===== src/rtl/s_axi_regfile_pkg.sv =====
// s_axi_regfile_pkg: shared response codes, FSM state types and index helpers
// for the AXI register bank.
package s_axi_regfile_pkg;

    localparam logic [1:0] RESP_OKAY   = 2'b00;
    localparam logic [1:0] RESP_SLVERR = 2'b10;

    typedef enum logic [1:0] {
        W_IDLE,
        W_ADDR,
        W_DATA,
        W_RESP
    } wr_state_t;

    typedef enum logic {
        R_IDLE,
        R_DATA
    } rd_state_t;

    // Lowest address bit that selects a register (byte offset bits sit below it).
    function automatic int idx_lsb(input int data_w);
        return $clog2(data_w / 8);
    endfunction

    // Number of address bits that select a register.
    function automatic int idx_width(input int num_regs);
        return (num_regs < 2) ? 1 : $clog2(num_regs);
    endfunction

    // True when a decoded index maps onto an implemented register.
    function automatic logic idx_in_range(input int idx, input int num_regs);
        return idx < num_regs;
    endfunction

endpackage


===== src/rtl/s_axi_regfile_strb_merge.sv =====
// regfile_strb_merge: byte-lane merge of a new write word into the old
// register contents under the AXI write strobe.
module regfile_strb_merge #(
    parameter int DATA_W = 32
) (
    input  logic [DATA_W-1:0]   old_word,
    input  logic [DATA_W-1:0]   new_word,
    input  logic [DATA_W/8-1:0] strb,
    output logic [DATA_W-1:0]   merged
);

    // Replace only the byte lanes whose strobe bit is set.
    always_comb begin
        merged = old_word;
        for (int i = 0; i < DATA_W / 8; i++) begin
            if (strb[i]) merged[i*8 +: 8] = new_word[i*8 +: 8];
        end
    end

endmodule


===== src/rtl/s_axi_regfile.sv =====
// s_axi_regfile: single-beat AXI slave register bank with a hardware-side
// view of every register and a per-register write pulse.
// Optional feature: define AXI_REGFILE_OOR_ERR_EN to answer out-of-range
// accesses with SLVERR instead of aliasing the index modulo 2^IDX_W.
//
// Write FSM
//   state  | meaning
//   W_IDLE | waiting for AW and/or W
//   W_ADDR | address/id held, waiting for W
//   W_DATA | data/strobe held, waiting for AW
//   W_RESP | bvalid high, waiting for bready
// Read FSM
//   state  | meaning
//   R_IDLE | arready high, waiting for AR
//   R_DATA | rvalid high, waiting for rready
module s_axi_regfile
    import s_axi_regfile_pkg::*;
#(
    parameter int DATA_W   = 32,
    parameter int NUM_REGS = 8,
    parameter int ID_W     = 4,
    parameter int ADDR_W   = 32
) (
    input  logic                       clk,
    input  logic                       areset,
    input  logic [ID_W-1:0]            awid_i,
    input  logic [ADDR_W-1:0]          awaddr_i,
    input  logic                       awvalid_i,
    output logic                       awready_o,
    input  logic [DATA_W-1:0]          wdata_i,
    input  logic [DATA_W/8-1:0]        wstrb_i,
    input  logic                       wlast_i,
    input  logic                       wvalid_i,
    output logic                       wready_o,
    output logic [ID_W-1:0]            bid_o,
    output logic [1:0]                 bresp_o,
    output logic                       bvalid_o,
    input  logic                       bready_i,
    input  logic [ID_W-1:0]            arid_i,
    input  logic [ADDR_W-1:0]          araddr_i,
    input  logic                       arvalid_i,
    output logic                       arready_o,
    output logic [ID_W-1:0]            rid_o,
    output logic [DATA_W-1:0]          rdata_o,
    output logic [1:0]                 rresp_o,
    output logic                       rlast_o,
    output logic                       rvalid_o,
    input  logic                       rready_i,
    output logic [NUM_REGS*DATA_W-1:0] regs_o,
    output logic [NUM_REGS-1:0]        wr_pulse_o
);

    localparam int LSB    = idx_lsb(DATA_W);
    localparam int IDX_W  = idx_width(NUM_REGS);
    localparam int STRB_W = DATA_W / 8;

    wr_state_t           wr_state, wr_next;
    rd_state_t           rd_state, rd_next;
    logic [DATA_W-1:0]   regs_q [NUM_REGS];
    logic [NUM_REGS-1:0] wr_pulse_q;
    logic [ADDR_W-1:0]   aw_addr_q;
    logic [ID_W-1:0]     aw_id_q, bid_q, rid_q;
    logic [DATA_W-1:0]   w_data_q, rdata_q;
    logic [STRB_W-1:0]   w_strb_q;
    logic [1:0]          bresp_q, rresp_q;

    logic                aw_hs, w_hs, ar_hs, commit;
    logic [ADDR_W-1:0]   commit_addr;
    logic [ID_W-1:0]     commit_id;
    logic [DATA_W-1:0]   commit_data, w_old, w_merged;
    logic [STRB_W-1:0]   commit_strb;
    logic [IDX_W-1:0]    w_idx, r_idx;
    logic                w_ok, r_ok;
    logic [1:0]          w_resp, r_resp;
    logic                unused_bits;

    // Ready/valid come straight from state flops, so no input reaches them combinationally.
    assign awready_o = (wr_state == W_IDLE) || (wr_state == W_DATA);
    assign wready_o  = (wr_state == W_IDLE) || (wr_state == W_ADDR);
    assign bvalid_o  = (wr_state == W_RESP);
    assign arready_o = (rd_state == R_IDLE);
    assign rvalid_o  = (rd_state == R_DATA);
    assign rlast_o   = 1'b1;
    assign bid_o     = bid_q;
    assign bresp_o   = bresp_q;
    assign rid_o     = rid_q;
    assign rdata_o   = rdata_q;
    assign rresp_o   = rresp_q;
    assign wr_pulse_o = wr_pulse_q;

    assign aw_hs = awvalid_i && awready_o;
    assign w_hs  = wvalid_i && wready_o;
    assign ar_hs = arvalid_i && arready_o;

    // A held half of the write comes from the capture flops, the other from the bus.
    assign commit_addr = (wr_state == W_ADDR) ? aw_addr_q : awaddr_i;
    assign commit_id   = (wr_state == W_ADDR) ? aw_id_q   : awid_i;
    assign commit_data = (wr_state == W_DATA) ? w_data_q  : wdata_i;
    assign commit_strb = (wr_state == W_DATA) ? w_strb_q  : wstrb_i;

    assign w_idx = commit_addr[LSB +: IDX_W];
    assign r_idx = araddr_i[LSB +: IDX_W];

`ifdef AXI_REGFILE_OOR_ERR_EN
    assign w_ok   = idx_in_range(int'(w_idx), NUM_REGS) && ((commit_addr >> (LSB + IDX_W)) == '0);
    assign r_ok   = idx_in_range(int'(r_idx), NUM_REGS) && ((araddr_i >> (LSB + IDX_W)) == '0);
    assign w_resp = w_ok ? RESP_OKAY : RESP_SLVERR;
    assign r_resp = r_ok ? RESP_OKAY : RESP_SLVERR;
`else
    assign w_ok   = idx_in_range(int'(w_idx), NUM_REGS);
    assign r_ok   = idx_in_range(int'(r_idx), NUM_REGS);
    assign w_resp = RESP_OKAY;
    assign r_resp = RESP_OKAY;
`endif

    // Byte offsets and wlast carry no information for single-beat word access.
    assign unused_bits = ^{wlast_i, commit_addr, araddr_i};

    assign w_old = regs_q[w_idx];

    regfile_strb_merge #(.DATA_W(DATA_W)) u_strb_merge (
        .old_word (w_old),
        .new_word (commit_data),
        .strb     (commit_strb),
        .merged   (w_merged)
    );

    // Write FSM next state; commit fires on the edge where the second half arrives.
    always_comb begin
        wr_next = wr_state;
        commit  = 1'b0;
        case (wr_state)
            W_IDLE: begin
                if (aw_hs && w_hs) begin
                    commit  = 1'b1;
                    wr_next = W_RESP;
                end else if (aw_hs) begin
                    wr_next = W_ADDR;
                end else if (w_hs) begin
                    wr_next = W_DATA;
                end
            end
            W_ADDR: if (w_hs) begin
                commit  = 1'b1;
                wr_next = W_RESP;
            end
            W_DATA: if (aw_hs) begin
                commit  = 1'b1;
                wr_next = W_RESP;
            end
            W_RESP: if (bready_i) wr_next = W_IDLE;
            default: wr_next = W_IDLE;
        endcase
    end

    // Write state, capture flops, register array and write pulse.
    always_ff @(posedge clk or negedge areset) begin
        if (!areset) begin
            wr_state   <= W_IDLE;
            aw_addr_q  <= '0;
            aw_id_q    <= '0;
            w_data_q   <= '0;
            w_strb_q   <= '0;
            bid_q      <= '0;
            bresp_q    <= RESP_OKAY;
            wr_pulse_q <= '0;
            for (int k = 0; k < NUM_REGS; k++) regs_q[k] <= '0;
        end else begin
            wr_state   <= wr_next;
            wr_pulse_q <= '0;
            if (aw_hs) begin
                aw_addr_q <= awaddr_i;
                aw_id_q   <= awid_i;
            end
            if (w_hs) begin
                w_data_q <= wdata_i;
                w_strb_q <= wstrb_i;
            end
            if (commit) begin
                bid_q   <= commit_id;
                bresp_q <= w_resp;
                if (w_ok) begin
                    regs_q[w_idx]     <= w_merged;
                    wr_pulse_q[w_idx] <= 1'b1;
                end
            end
        end
    end

    // Read FSM next state.
    always_comb begin
        rd_next = rd_state;
        case (rd_state)
            R_IDLE:  if (ar_hs) rd_next = R_DATA;
            R_DATA:  if (rready_i) rd_next = R_IDLE;
            default: rd_next = R_IDLE;
        endcase
    end

    // Read state and response capture; sampling regs_q here returns the pre-write value.
    always_ff @(posedge clk or negedge areset) begin
        if (!areset) begin
            rd_state <= R_IDLE;
            rdata_q  <= '0;
            rid_q    <= '0;
            rresp_q  <= RESP_OKAY;
        end else begin
            rd_state <= rd_next;
            if (ar_hs) begin
                rdata_q <= r_ok ? regs_q[r_idx] : '0;
                rid_q   <= arid_i;
                rresp_q <= r_resp;
            end
        end
    end

    // Flatten the register array for the hardware-side view.
    for (genvar k = 0; k < NUM_REGS; k++) begin : g_regs_o
        assign regs_o[k*DATA_W +: DATA_W] = regs_q[k];
    end

endmodule


===== config.mk =====
export PLATFORM = sky130hd
export DESIGN_NAME = s_axi_regfile
export DESIGN_NICKNAME = d
export VERILOG_FILES = /design/src/rtl/s_axi_regfile_pkg.sv /design/src/rtl/s_axi_regfile_strb_merge.sv /design/src/rtl/s_axi_regfile.sv
export SDC_FILE = /design/constraint.sdc
export NUM_CORES = 1
export LEC_CHECK = 0
export ABC_AREA = 1
export BUFFER_PORTS_ARGS = -buffer_cell sky130_fd_sc_hd__buf_2
export CORE_MARGIN = 8
export CORE_UTILIZATION = 40
export CTS_CLUSTER_SIZE = 14
export DETAILED_ROUTE_END_ITERATION = 12
export GPL_TIMING_DRIVEN = 0
export PLACE_DENSITY = 0.66
export SETUP_SLACK_MARGIN = 0.1
export SLEW_MARGIN = 10
export SYNTH_ARGS = -nofsm -noshare
export SYNTH_HDL_FRONTEND = slang
export SYNTH_HIERARCHICAL = 1
export SYNTH_SLANG_ARGS = --single-unit
export TNS_END_PERCENT = 50

===== constraint.sdc =====
create_clock -name clk -period 2.71 [get_ports clk]
set_clock_uncertainty 0.15 [all_clocks]
set_input_delay 0.271 -clock clk [delete_from_list [all_inputs] [get_ports clk]]
set_output_delay 0.271 -clock clk [all_outputs]
set_load 0.005 [all_outputs]

[Word level (Yosys, flattened, before mapping)]
Index checks and enable logic that the tools add are counted.
Operators by class
  $mul: 0
  $lt $le $gt $ge: 5
  bitwise operators: 3
  equality and inequality tests: 7
  add/subtract/negate cells: 0
  reduce and logical (&&, ||, !) cells: 10
  mux-type cells: 34
  divide/modulo/power cells: 0
  shifts and indexed selects: 0
Operators by type and width (count)
  $bwmux W256: 1
  $bmux W32 S3: 2
  $mux W32: 6
  $demux W32 S3: 1
  $mux W8: 5
  $mux W2: 6
  $ge A4 B4 Y1 const B: 2
  $mux W4: 2
  $not A3 Y4: 2
  $pmux W2 S4: 1
  $logic_and A1 B1 Y1: 6
  $mux W1: 6
  $mux W5: 1
  $eq A2 B2 Y1 const B: 2
  $lt A3 B4 Y1 const B: 1
  $lt A4 B1 Y1 const B: 1
  $ne A2 B2 Y1 const B: 2
  $ne A4 B3 Y1 const B: 1
  $reduce_and A4 Y1: 1
  $demux W1 S3: 1
  $ge A3 B1 Y1 const B: 1
  $pmux W1 S3: 1
  $eq A2 B1 Y1 const B: 1
  $logic_not A2 Y1: 1
  4 further kinds: 5
Word-level totals
  register bits: 352
  RAM bits: 0
  input port bits: 116
  latch bits: 0
  bits in read-only memories: 0
  logic and storage cells: 77
  memories kept: 0
  output and inout port bits: 314

[Longest topological paths before layout]
  word-level depth: 8
  gate-level depth with buffers: 18
  mapped depth without buffers: 15

[By module]
The synthesis kept the hierarchy.
Modules (own cells, without submodules)
  s_axi_regfile: area each 19872.8 um2, times used 1, cells an instance 3002, sequential area each 8758.4 um2
  regfile_strb_merge: area each 420.4 um2, times used 1, cells an instance 104, sequential area each 0.0 um2

[Worst setup path before layout]
OpenSTA, ideal clock, no wires.
  path kind: reg2reg
  start point: register wr_state[1]
  end point: register regs_q (netlist bit regs_o[118])
  path slack: 0.269 ns
  stages on the path, launching flop included: 17
  clock period less this slack: 2.441 ns
  buffers on the path: 3
  arrival: 2.225 ns
  cell sequence: dfrtp_1 -> inv_1 -> ha_1 -> nand2_1 -> clkbuf_1 -> clkbuf_1 -> nand3_1 -> nand2_1 -> nand2_1 -> nand2_1 -> nand2_1 -> nand2_1 -> nand2_1 -> nand2_1 -> clkbuf_1 -> nand3_1 -> nand2_1
Between the ends
  word-level cells in the longest chain between the ends: 8
  elaborated cells between the ends (all ways): 26
  those cells by class: 2 x order compare; 2 x eq/ne; 14 x mux; 1 x bitwise; 7 x reduce/logical
RTL lines
  from (decl): RTL line s_axi_regfile.sv:57  | wr_state_t wr_state, wr_next;
  from (signal assigned): RTL line s_axi_regfile.sv:169  | wr_state <= wr_next;
  $eq A2 B1 Y1: RTL line s_axi_regfile.sv:96  | assign commit_addr = (wr_state == W_ADDR) ? aw_addr_q : awaddr_i;
  $mux W5: RTL line s_axi_regfile.sv:96
  $not A3 Y4 (implied by the code): RTL line s_axi_regfile.sv:119  | assign w_old = regs_q[w_idx];
  $bmux W32 S3: RTL line s_axi_regfile.sv:119
  $mux W32 (implied by the code) (2 in series): RTL line s_axi_regfile.sv:119
  via w_old[22]: RTL line s_axi_regfile.sv:70  | logic [DATA_W-1:0] commit_data, w_old, w_merged;
  $mux W8: RTL line s_axi_regfile_strb_merge.sv:16  | if (strb[i]) merged[i*8 +: 8] = new_word[i*8 +: 8];
  via w_merged[22]: RTL line s_axi_regfile.sv:70
  $bwmux W256: RTL line s_axi_regfile.sv:183  | regs_q[w_idx] <= w_merged;
  to (signal, indexed assignment): RTL line s_axi_regfile.sv:183
  to (decl): RTL line s_axi_regfile.sv:59  | logic [DATA_W-1:0] regs_q [NUM_REGS];
The timed path passes the listed nets, and every way through them passes these cells. The select of a mux whose other input is x is not followed.
A chain may end at the register's enable or synchronous reset.

[Worst setup path in the final report]
  start point: register wr_state[1]
  end point: register regs_q (netlist bit regs_o[243])
The elaborated chain is that of the path after synthesis.

==> impl_metrics.ini <==
[outcome]
status = finished clean

[clock_tree]
htree_levels = 2
clockRootBuffer = clkbuf_16
clk_pin_slew_ps = 70
insertion_delay_ps = 580
clkSinkCount = 350
numCtsBuffers = 42
cts_buffer_depth = 3
cts_tree = built

[global_route]
overflow = 0
grt_pass1_vias = 20900
grt_pass1_wl_mm = 136
grt.total_usage_pct = 31.3
grt_max_degree = 105
grt_antenna_before_repair = 2

[power]
ir_drop_uv = 655
powerDensity_nw_per_um2 = 1250
cellLeakagePower_nw = 15.1

[timing]
finalSetupTns_ps = 0
fin_crit_ps = 2620
hold_viol = 0
timing.final.max_slew_violations = 0
tightest_slew_ps = 1010
fin_crit_sh_pct = 96.7
fmax_ghz = 0.382
rsz0062_at_grt = yes
setup_viol = 0
hold_ws_ps = 97.0
max_slew_margin_pct = 32.9

[place]
dp_hpwl_mm = 71.5
routabilityCongestion = 0.992
dpl-instance-area_um2 = 23100
port_buffers = 363
dp_cells = 4147

[critical_path]
cp_num_cells = 15
r2r_start = wr_state[1]
path_max_fanout = 10
crit_top_cell = nand2_1
critPathSlowestCell = dfrtp_1
worstSetupStartpoint = wr_state[1]
slowest_delay_ps = 400
worstSetupPathType = reg2reg
worst_setup_path_start_kind = register
r2r_end = regs_o[243]
path_buf_inv = 4
cp-end-kind = register
rrSetupSlack_ps = 90
cp.arrival_ps = 2990
endpoint = regs_o[243]
worstPathCellList = inv_2 -> ha_4 -> buf_6 -> nand2_2 -> nand2_4 -> clkbuf_8 -> nand2_1 -> nand2_1 -> nand2_1 -> nand2_2 -> nand2_1 -> nand2_1 -> buf_6 -> nand3_1 -> nand2_1
ff2ff_path_depth = 15
path_delay_family = simple AND/OR/NAND/NOR gates
required_ps = 3080

[floorplanning]
dieArea_um2 = 58200
core_area_um2 = 50200
ios = 430
start_util_pct = 40.4
die_w_um = 241
rows = 82
die_height_um = 241

[min_path]
hold_path.class = in2reg
hp-start = araddr_i[4]

[finish]
fin_util_pct = 51.7
layout-drive-gt1-share_pct = 19.7
final_common_cell = nand2_1
finalNonFillerCells = 4279
layout_common_cells = nand2_1 (1479), nand3_1 (523), buf_2 (430)
antenna_cells = 0
fin_area_um2 = 25900
nNetsFinal = 3698
syn_to_final_growth_pct = 27.8

[drt]
wl_per_cell_um = 22.1
drc = 0
first_pass_iters = 8
vias = 22600
drt_iter0_drc = 2840
finalWirelength_mm = 94.6
vias_per_cell = 5.29
drtAntennaViolNets = 0

[synthesis]
synth_top_family_by_area = simple AND/OR/NAND/NOR gates
ys_warn_count = 6
synth_largest_area_cell = dfrtp_1
ys_seq_area_share_pct = 43.2
ys_types = 22
synthAdderAreaFrac_pct = 0.370
synth_compound_gate_area_share_pct = 3.10
synthCells = 3106
synth_top_area_share_pct = 43.2
synth-simple-area-share_pct = 43.3
ys_ff_latch = 350
synthMuxAreaShare_pct = 0
synth_area_per_cell_um2 = 6.53
synth_xor_area_share_pct = 0
syn_area_um2 = 20300
yosys-top-cells-area = dfrtp_1 (43%), nand2_1 (28%), nand3_1 (13%), inv_1 (4.3%), o21ai_0 (2.8%)

[job]
cap_violations = 0
==> flip-flops by register name, summed over array words and instances, names as in the netlist <==
register,cells
regs_o,256
rdata_o,32
w_data_q,32
wr_pulse_o,8
aw_id_q,4
bid_o,4
rid_o,4
w_strb_q,4
aw_addr_q,3
wr_state,2
rvalid_o,1
==> repair_timing <==
item,4_1_cts,5_1_grt
gates cloned,0,5
setup endpoints to repair,265,264
hold endpoints to repair,139,0
buffers inserted,2,5
resized for setup,136,188
pin swaps,1,43
hold buffers,52,0
==> final cells by class <==
cell class	instances	area, um^2
multi-input combinational	2279	9890
sequential	350	8760
fill	5086	24200
buffer	233	1560
tap	672	841
timing repair buffer	427	2530
inverter	243	927
clock inverter	9	128
clock buffer	66	1290
==> stage by stage <==
step,total power [mW],setup slack [ps]
after floorplan,17.2,269
after global placement,24.2,-6000
after detailed placement,24.4,-906
after CTS,30.9,80.9
after global routing,34.2,45.3
final,32.3,90.0
==> power by group <==
group          switching [mW]  total, mW  internal (mW)  leakage [nW]
registers                2.08       9.40           7.32          4.58
logic                    11.4       17.0           5.58          9.80
clock network            2.42       5.97           3.55         0.702
total                    15.9       32.3           16.5          15.1
==> metal layers <==
| metal | wire length, um | track usage (%) | vias to the layer above |
|---|---|---|---|
| met2 | 42000 | 48.1 | 1289 |
| met5 | 23 | 0 | - |
| met4 | 4130 | 12.0 | 4 |
| met3 | 11200 | 8.75 | 225 |
| met1 | 37200 | 41.8 | 10500 |
| li1 | - | - | 10600 |
==> cell usage after synthesis <==
| cell type | count |
|---|---|
| nand2_1 | 1528 |
| nand3_1 | 545 |
| dfrtp_1 | 350 |
| inv_1 | 234 |
| o21ai_0 | 114 |
| buf_2 | 94 |
| clkbuf_1 | 89 |
| nor2_1 | 55 |
| clkbuf_2 | 25 |
| buf_1 | 16 |
| buf_4 | 11 |
| inv_2 | 8 |
| o211ai_1 | 7 |
| ha_1 | 6 |
| nand2_2 | 6 |
| buf_6 | 5 |
| nor2_2 | 4 |
| nor2_4 | 4 |
| conb_1 | 2 |
| a21oi_1 | 1 |
| clkinv_1 | 1 |
| nand4_1 | 1 |
==> tightest hold or removal path, cell delays in order <==
cell,delay [ps]
clkbuf_1,230
nand3_1,170
nand3_1,70
nand2_1,60
==> logic make-up after synthesis <==
logic type	after synthesis
adders and majority gates	6
AOI/OAI and AO/OA	122
buffers and inverters	483
other	2
and+or+nand+nor	2143
DFF	350
==> worst min path at each step <==
stage / cells past startpoint / to
floorplan: 0 / aw_addr_q[2]
global placement: 2 / bid_o[3]
detailed placement: 1 / rdata_o[5]
CTS: 4 / rdata_o[31]
global route: 4 / rdata_o[31]
finish: 4 / rdata_o[31]
Power figures use the tool's default switching activity.
